## src/rtl/iir_voice_bank_if.sv

```systemverilog
// Sweep control, sample/DEL fetch and filtered output bus for the IIR voice bank.
// No flow control: fetches are answered combinationally and outputs are strobes with no ready.
interface iir_voice_bank_if #(
    parameter int VOICES = 8,
    parameter int DW     = 18
);
    localparam int VW = (VOICES > 1) ? $clog2(VOICES) : 1;

    logic                   start;
    logic                   mode_hp;
    logic                   in_rd;
    logic [VW-1:0]          in_voice;
    logic signed [DW-1:0]   in_data;
    logic signed [2*DW-1:0] del_in;
    logic                   out_valid;
    logic [VW-1:0]          out_voice;
    logic signed [DW-1:0]   out_data;
    logic                   busy;
    logic                   done;

    modport slave (
        input  start, mode_hp, in_data, del_in,
        output in_rd, in_voice, out_valid, out_voice, out_data, busy, done
    );

    modport master (
        output start, mode_hp, in_data, del_in,
        input  in_rd, in_voice, out_valid, out_voice, out_data, busy, done
    );
endinterface

```

## src/rtl/iir_voice_bank.sv

```systemverilog
// Time-multiplexed bank of cascaded one-pole IIR LP/HP sections; 3 cycles per (voice, stage).
// Sweep takes 3*VOICES*STAGES cycles; no backpressure, starts while busy are dropped.
module iir_voice_bank #(
    parameter int VOICES = 8,
    parameter int STAGES = 2,
    parameter int DW     = 18
) (
    input  logic           clk,
    input  logic           reset,
    iir_voice_bank_if.slave bus
);
    localparam int VS = VOICES * STAGES;
    localparam int VW = (VOICES > 1) ? $clog2(VOICES) : 1;
    localparam int SW = (STAGES > 1) ? $clog2(STAGES) : 1;
    localparam int AW = (VS > 1) ? $clog2(VS) : 1;
    localparam logic [2*DW-1:0] MAXDEL = {1'b0, {(2*DW-1){1'b1}}};
    localparam logic [VW-1:0] V_LAST = VW'(VOICES - 1);
    localparam logic [SW-1:0] S_LAST = SW'(STAGES - 1);
    localparam logic [AW-1:0] A_LAST = AW'(VS - 1);

    typedef enum logic [2:0] {S_CLEAR, S_IDLE, S_FETCH, S_MUL, S_WRB} state_t;

    state_t                 state, state_nx;
    logic [AW-1:0]          clr_cnt;
    logic [VW-1:0]          voice;
    logic [SW-1:0]          stage;
    logic                   mode_r;
    logic [2*DW-1:0]        del_r;
    logic signed [DW-1:0]   x_r, y_rd, res_r;
    logic signed [2*DW-1:0] prod_a, prod_b;
    logic signed [DW-1:0]   ram [VS];

    logic                   last_stage, last_voice;
    logic [AW-1:0]          addr;
    logic signed [DW-1:0]   b1, a0, lp_sat, hp_sat;
    logic signed [DW:0]     lp_wide, hp_wide;
    logic                   ram_we;
    logic [AW-1:0]          ram_wa;
    logic signed [DW-1:0]   ram_wd;

    function automatic logic signed [DW-1:0] sat1(input logic signed [DW:0] v);
        if (v[DW] != v[DW-1])
            sat1 = v[DW] ? {1'b1, {(DW-1){1'b0}}} : {1'b0, {(DW-1){1'b1}}};
        else
            sat1 = v[DW-1:0];
    endfunction

    always_comb begin
        last_stage = (stage == S_LAST);
        last_voice = (voice == V_LAST);
        addr       = AW'(voice) * AW'(STAGES) + AW'(stage);
        b1         = del_r[2*DW-1:DW];
        a0         = DW'((MAXDEL - del_r) >> DW);
        // (pA+pB)<<1 at 2*DW+1 bits, then >>>DW: the kept bits are sum[2*DW-1:DW-1]
        lp_wide    = (DW+1)'(({prod_a[2*DW-1], prod_a} + {prod_b[2*DW-1], prod_b}) >> (DW-1));
        lp_sat     = sat1(lp_wide);
        hp_wide    = {x_r[DW-1], x_r} - {lp_sat[DW-1], lp_sat};
        hp_sat     = sat1(hp_wide);
    end

    always_ff @(posedge clk) begin
        if (reset)
            state <= S_CLEAR;
        else
            state <= state_nx;
    end

    always_comb begin
        state_nx     = state;
        bus.in_rd    = 1'b0;
        bus.in_voice = '0;
        case (state)
            S_CLEAR: if (clr_cnt == A_LAST) state_nx = S_IDLE;
            // a start landing in the done cycle is dropped
            S_IDLE:  if (bus.start && !bus.done) state_nx = S_FETCH;
            S_FETCH: begin
                state_nx = S_MUL;
                if (stage == '0) begin
                    bus.in_rd    = 1'b1;
                    bus.in_voice = voice;
                end
            end
            S_MUL:   state_nx = S_WRB;
            S_WRB:   state_nx = (last_stage && last_voice) ? S_IDLE : S_FETCH;
            default: state_nx = S_CLEAR;
        endcase
    end

    assign bus.busy = (state != S_IDLE) || bus.done;

    always_ff @(posedge clk) begin
        if (reset) begin
            clr_cnt       <= '0;
            voice         <= '0;
            stage         <= '0;
            mode_r        <= 1'b0;
            del_r         <= '0;
            x_r           <= '0;
            res_r         <= '0;
            prod_a        <= '0;
            prod_b        <= '0;
            bus.out_valid <= 1'b0;
            bus.out_voice <= '0;
            bus.out_data  <= '0;
            bus.done      <= 1'b0;
        end else begin
            bus.out_valid <= 1'b0;
            bus.done      <= 1'b0;
            case (state)
                S_CLEAR: clr_cnt <= clr_cnt + AW'(1);
                S_IDLE: if (state_nx == S_FETCH) begin
                    voice  <= '0;
                    stage  <= '0;
                    mode_r <= bus.mode_hp;
                end
                S_FETCH: begin
                    if (stage == '0) begin
                        x_r   <= bus.in_data;
                        del_r <= bus.del_in;
                    end else begin
                        x_r <= res_r;
                    end
                end
                S_MUL: begin
                    prod_a <= $signed({{DW{x_r[DW-1]}}, x_r}) * $signed({{DW{a0[DW-1]}}, a0});
                    prod_b <= $signed({{DW{y_rd[DW-1]}}, y_rd}) * $signed({{DW{b1[DW-1]}}, b1});
                end
                S_WRB: begin
                    res_r <= lp_sat;
                    if (last_stage) begin
                        bus.out_valid <= 1'b1;
                        bus.out_voice <= voice;
                        bus.out_data  <= mode_r ? hp_sat : lp_sat;
                        stage         <= '0;
                        if (last_voice)
                            bus.done <= 1'b1;
                        else
                            voice <= voice + VW'(1);
                    end else begin
                        stage <= stage + SW'(1);
                    end
                end
                default: ;
            endcase
        end
    end

    // State RAM always holds the lowpass value, even in HP mode.
    always_comb begin
        ram_we = (state == S_CLEAR) || (state == S_WRB && !reset);
        ram_wa = (state == S_CLEAR) ? clr_cnt : addr;
        ram_wd = (state == S_CLEAR) ? '0 : lp_sat;
    end

    always_ff @(posedge clk) begin
        if (ram_we)
            ram[ram_wa] <= ram_wd;
        y_rd <= ram[addr];
    end
endmodule

```

## src/flat_wrapper.sv

```systemverilog
// flat-port wrapper written by rule: the top's interface ports become plain ports
module iir_voice_bank_flat 
#(
    parameter int VOICES = 8,
    parameter int STAGES = 2,
    parameter int DW     = 18
)
  (clk, reset, bus_start, bus_mode_hp, bus_in_data, bus_del_in, bus_in_rd, bus_in_voice, bus_out_valid, bus_out_voice, bus_out_data, bus_busy, bus_done);
  iir_voice_bank_if #(.VOICES(VOICES), .DW(DW)) bus_i ();
  input  logic clk;
  input  logic reset;
  input wire logic [$bits(bus_i.start)-1:0] bus_start;
  input wire logic [$bits(bus_i.mode_hp)-1:0] bus_mode_hp;
  input wire logic [$bits(bus_i.in_data)-1:0] bus_in_data;
  input wire logic [$bits(bus_i.del_in)-1:0] bus_del_in;
  output wire logic [$bits(bus_i.in_rd)-1:0] bus_in_rd;
  output wire logic [$bits(bus_i.in_voice)-1:0] bus_in_voice;
  output wire logic [$bits(bus_i.out_valid)-1:0] bus_out_valid;
  output wire logic [$bits(bus_i.out_voice)-1:0] bus_out_voice;
  output wire logic [$bits(bus_i.out_data)-1:0] bus_out_data;
  output wire logic [$bits(bus_i.busy)-1:0] bus_busy;
  output wire logic [$bits(bus_i.done)-1:0] bus_done;
  assign bus_i.start = bus_start;
  assign bus_i.mode_hp = bus_mode_hp;
  assign bus_i.in_data = bus_in_data;
  assign bus_i.del_in = bus_del_in;
  assign bus_in_rd = bus_i.in_rd;
  assign bus_in_voice = bus_i.in_voice;
  assign bus_out_valid = bus_i.out_valid;
  assign bus_out_voice = bus_i.out_voice;
  assign bus_out_data = bus_i.out_data;
  assign bus_busy = bus_i.busy;
  assign bus_done = bus_i.done;
  iir_voice_bank #(.VOICES(VOICES), .STAGES(STAGES), .DW(DW)) u_core (.clk(clk), .reset(reset), .bus(bus_i));
endmodule
```

## config.mk

```make
export PLATFORM = sky130hd
export DESIGN_NAME = iir_voice_bank_flat
export DESIGN_NICKNAME = d
export VERILOG_FILES = /design/src/rtl/iir_voice_bank_if.sv /design/src/rtl/iir_voice_bank.sv /design/src/flat_wrapper.sv
export SDC_FILE = /design/constraint.sdc
export NUM_CORES = 2
export LEC_CHECK = 0
export ABC_AREA = 0
export CORE_MARGIN = 3
export CORE_UTILIZATION = 50
export DETAILED_ROUTE_END_ITERATION = 10
export PLACE_DENSITY = 0.69
export SLEW_MARGIN = 20
export SYNTH_ARGS = -nofsm -noshare
export SYNTH_HDL_FRONTEND = slang
export SYNTH_SLANG_ARGS = --single-unit
```

## constraint.sdc

```tcl
create_clock -name clk -period 6.2 [get_ports clk]
set_input_delay 0.93 -clock clk [delete_from_list [all_inputs] [get_ports clk]]
set_output_delay 0.93 -clock clk [all_outputs]
set_load 0.1 [all_outputs]
```

==> results by group <==
Die
  – Initial Util: 0.508
  – Die width: 304 um
  – Rows: 108
  – Core area: roughly 88000 um2
  – Die Y: 304 um
  – DIE AREA: approximately 90000 um2
  – I/O pins: 86

Setup path
  – Critical Path RT: 6.68 ns
  – Critical path launch point type: register
  – Setup Crit Path Kind: reg2reg
  – Maximum fanout along the worst path: 9
  – Crit path DAT: 6.57 ns
  – CP Capture Type: register

CTS
  – Clock-pin slew on the worst setup and hold paths: around 0.06 ns
  – CTS tree: built
  – CTS max path bufs: 3
  – Root Buffer: clkbuf_16
  – CTS Buf Count: 50
  – Clock Sinks: 467
  – Clk_lat worst skew: 0.66 ns
  – Hold_buf cts: 0
  – # H-tree levels: 2

Detailed routing
  – DR iter-0 viols: between 2000 and 2500
  – WL met1: roughly 48000 um
  – Vias per cell: roughly 5.5
  – Antenna viol nets, final: 0
  – WL final: between 100000 and 150000 um
  – # DRC: 0
  – Met3 wire len: about 8000 um
  – Met2 wire length: between 50000 and 60000 um
  – Via count: 31300
  – First drt pass iteration count: 6
  – Max layer used: met5
  – Routed WL per cell: roughly 20 um

Power and ir drop
  – Pwr per Cell Area: 130 nW/um2
  – Leakage: 23.6 nW
  – Peak VDD IR: 0.389 mV

STA
  – Worst slew pin tran: 1.17 ns
  – Final hold slack: 0.461 ns
  – Slew HR: 0.216
  – Clk_skew: 0.0845 ns
  – Pins over their slew limit: 0
  – RSZ-0062 raised after global routing: yes
  – Final Hold Viols: 0
  – Final period util: 0.981
  – F_max: 0.164 GHz
  – Minimum clock period: 6.08 ns
  – Finish-stage setup viols: 0

Global routing
  – Total GRT Usage: 0.246
  – Largest net degree at the start of global routing: 87
  – Initial antenna violation count: 3
  – First-pass GRT wire length: about 180000 um
  – Grt ovf: 0
  – Number of global-route vias before repair: 32400

Synthesis
  – Most used DFF post-synth: edfxtp_1
  – Mapped Avg Cell Area: 10.5 um2
  – Post-synthesis cell type count: roughly 80
  – Post-synth ARST share: 0
  – Synth warn: 0
  – Cells after synthesis: 4240
  – Post-synth net total: 5200
  – Post-synth EDFFs: 288
  – Sequential share of the synthesized area: 0.275
  – Synth Cell Area: 44500 um2
  – Yosys reg bits: 467

Place
  – Post-placement cell count: about 5600
  – IO buf count: 67
  – HPWL Detailed: 86800 um
  – Gp weighted congestion: 0.908

Run
  – Max-cap violations: 0

Layout
  – Nets: 5504
  – Syn-to-layout area delta: 16.3%
  – Layout cell share with drive strength beyond 1: 0.164
  – N_diodes: 0
  – Post-route insts no fill: 5741

Outcome
  – Outcome: finished, final reports clean

Hold path
  – Worst Hold Class: reg2reg
cells in the final DEF, fill, tap and decap left out, types with 57 or more instances in the layout:
master,instances
dfxtp_1,142
nand2_1,328
and2_1,175
clkdlybuf4s50_1,62
xnor2_1,57
o21ai_0,70
edfxtp_1,288
ha_1,228
nor2b_1,144
nor2_1,163
inv_1,782
a21oi_1,149
buf_4,336
fa_1,652
nand2b_1,173
mux4_2,90
report_power, final:
| part | leakage (nW) | total (mW) | switching, mW | internal [mW] |
|---|---|---|---|---|
| clock | 0.843 | 3.08 | 1.35 | 1.73 |
| sequential | 4.40 | 3.37 | 0.0514 | 3.32 |
| combinational | 18.4 | 0.263 | 0.164 | 0.0997 |
| total | 23.6 | 6.72 | 1.57 | 5.15 |
state kept, by name, summed over array words and instances, names as in the netlist:
signal / flops
u_core.bus.out_data: 18
u_core.bus.done: 1
u_core.prod_b: 36
u_core.mode_r: 1
u_core.clr_cnt: 4
u_core.ram: 288
u_core.y_rd: 18
u_core.x_r: 18
u_core.del_r: 18
u_core.bus.out_valid: 1
u_core.voice: 3
u_core.bus.out_voice: 3
u_core.res_r: 18
u_core.prod_a: 36
u_core.last_stage: 1
u_core.state: 3
final timing paths:
path / start / endpoint / slack (ns) / depth (start not counted)
min reg2reg: u_core.prod_b[15] / u_core.prod_b[15] / 0.46 / 2
max reg2reg: u_core.x_r[11] / u_core.prod_a[33] / 0.12 / 25
min: u_core.prod_b[15] / u_core.prod_b[15] / 0.46 / 2
max: u_core.x_r[11] / u_core.prod_a[33] / 0.12 / 25
critical path, cell delays in order (launching register included):
cell and delay, ns:
dfxtp_2 0.33, buf_12 0.14, buf_4 0.14, nor2b_1 0.14
fa_1 0.50, inv_1 0.05, fa_1 0.46, fa_1 0.51
inv_1 0.05, fa_1 0.45, fa_1 0.49, inv_1 0.05
fa_1 0.48, inv_1 0.07, ha_4 0.23, a21o_1 0.15
a21o_1 0.18, a21oi_2 0.18, buf_4 0.16, o21ai_0 0.08
a31oi_1 0.30, nand2_2 0.16, a211oi_2 0.22, buf_4 0.16
nor3_1 0.05, nand3b_1 0.20
cells in the mapped netlist, types with 20 or more instances:
cell type / count / area (um2)
dfxtp_1: 179 / 3580
xor2_1: 24 / 210
a211oi_1: 40 / 300
nand2_1: 333 / 1250
nor2_1: 182 / 683
mux4_2: 90 / 2030
ha_1: 242 / 3030
mux2i_1: 22 / 220
a21o_1: 35 / 263
inv_1: 787 / 2950
nand3_1: 43 / 215
nand2b_1: 176 / 1100
o21ai_0: 82 / 410
or3_1: 26 / 163
nor2b_1: 150 / 938
buf_1: 20 / 75.1
clkbuf_1: 174 / 653
a21oi_1: 169 / 846
xnor2_1: 57 / 499
a31oi_1: 33 / 206
edfxtp_1: 288 / 8650
and2_1: 177 / 1110
fa_1: 660 / 13200
nor3_1: 46 / 230
area by class of cell:
| type | instances | area, um2 |
|---|---|---|
| flip-flops and latches | 467 | 12300 |
| well taps | 1155 | 1450 |
| fillers | 7245 | 35800 |
| clock inverters | 24 | 262 |
| multi-input cells | 2783 | 29200 |
| repair buffers | 453 | 4110 |
| inverters | 789 | 2970 |
| clock buffers | 70 | 1440 |
timing repair:
action,CTS,global route
endpoints found under the setup margin,36,52
cloned,0,5
setup buffers,0,28
gates resized for setup,33,171
pin swaps,6,59
through the flow:
stage               power, mW  setup slack, ns  area, um2  TNS, ns   util
detailed placement       3.70           -0.197      48900    -1.81  0.558
CTS                      6.77          0.00646      50700        0  0.579
global route             6.90           -0.103      51700   -0.342  0.591
global placement         3.69           -0.118      48900   -0.953  0.558
finish                   6.72            0.116      51700        0  0.591
floorplan                3.53           0.0114      44500        0      -
cells by family after synthesis:
kind of cell,Yosys count,synth area share
XOR/XNOR,81,0.0159
multiplexers,113,0.0507
buffers and inverters,991,0.0842
flip-flops,467,0.275
adder cells (fa/ha/maj),902,0.365
AND/OR/NAND/NOR,1188,0.136
AO/OA/AOI/OAI,498,0.0728
metal layers:
metal  global-route usage  vias to the layer above
met5                    0                        -
met4               0.0650                        2
met3               0.0441                      188
met2                0.405                      979
met1                0.338                    16000
li1                     -                    14200
No activity file was read; power rests on OpenSTA's default activity.
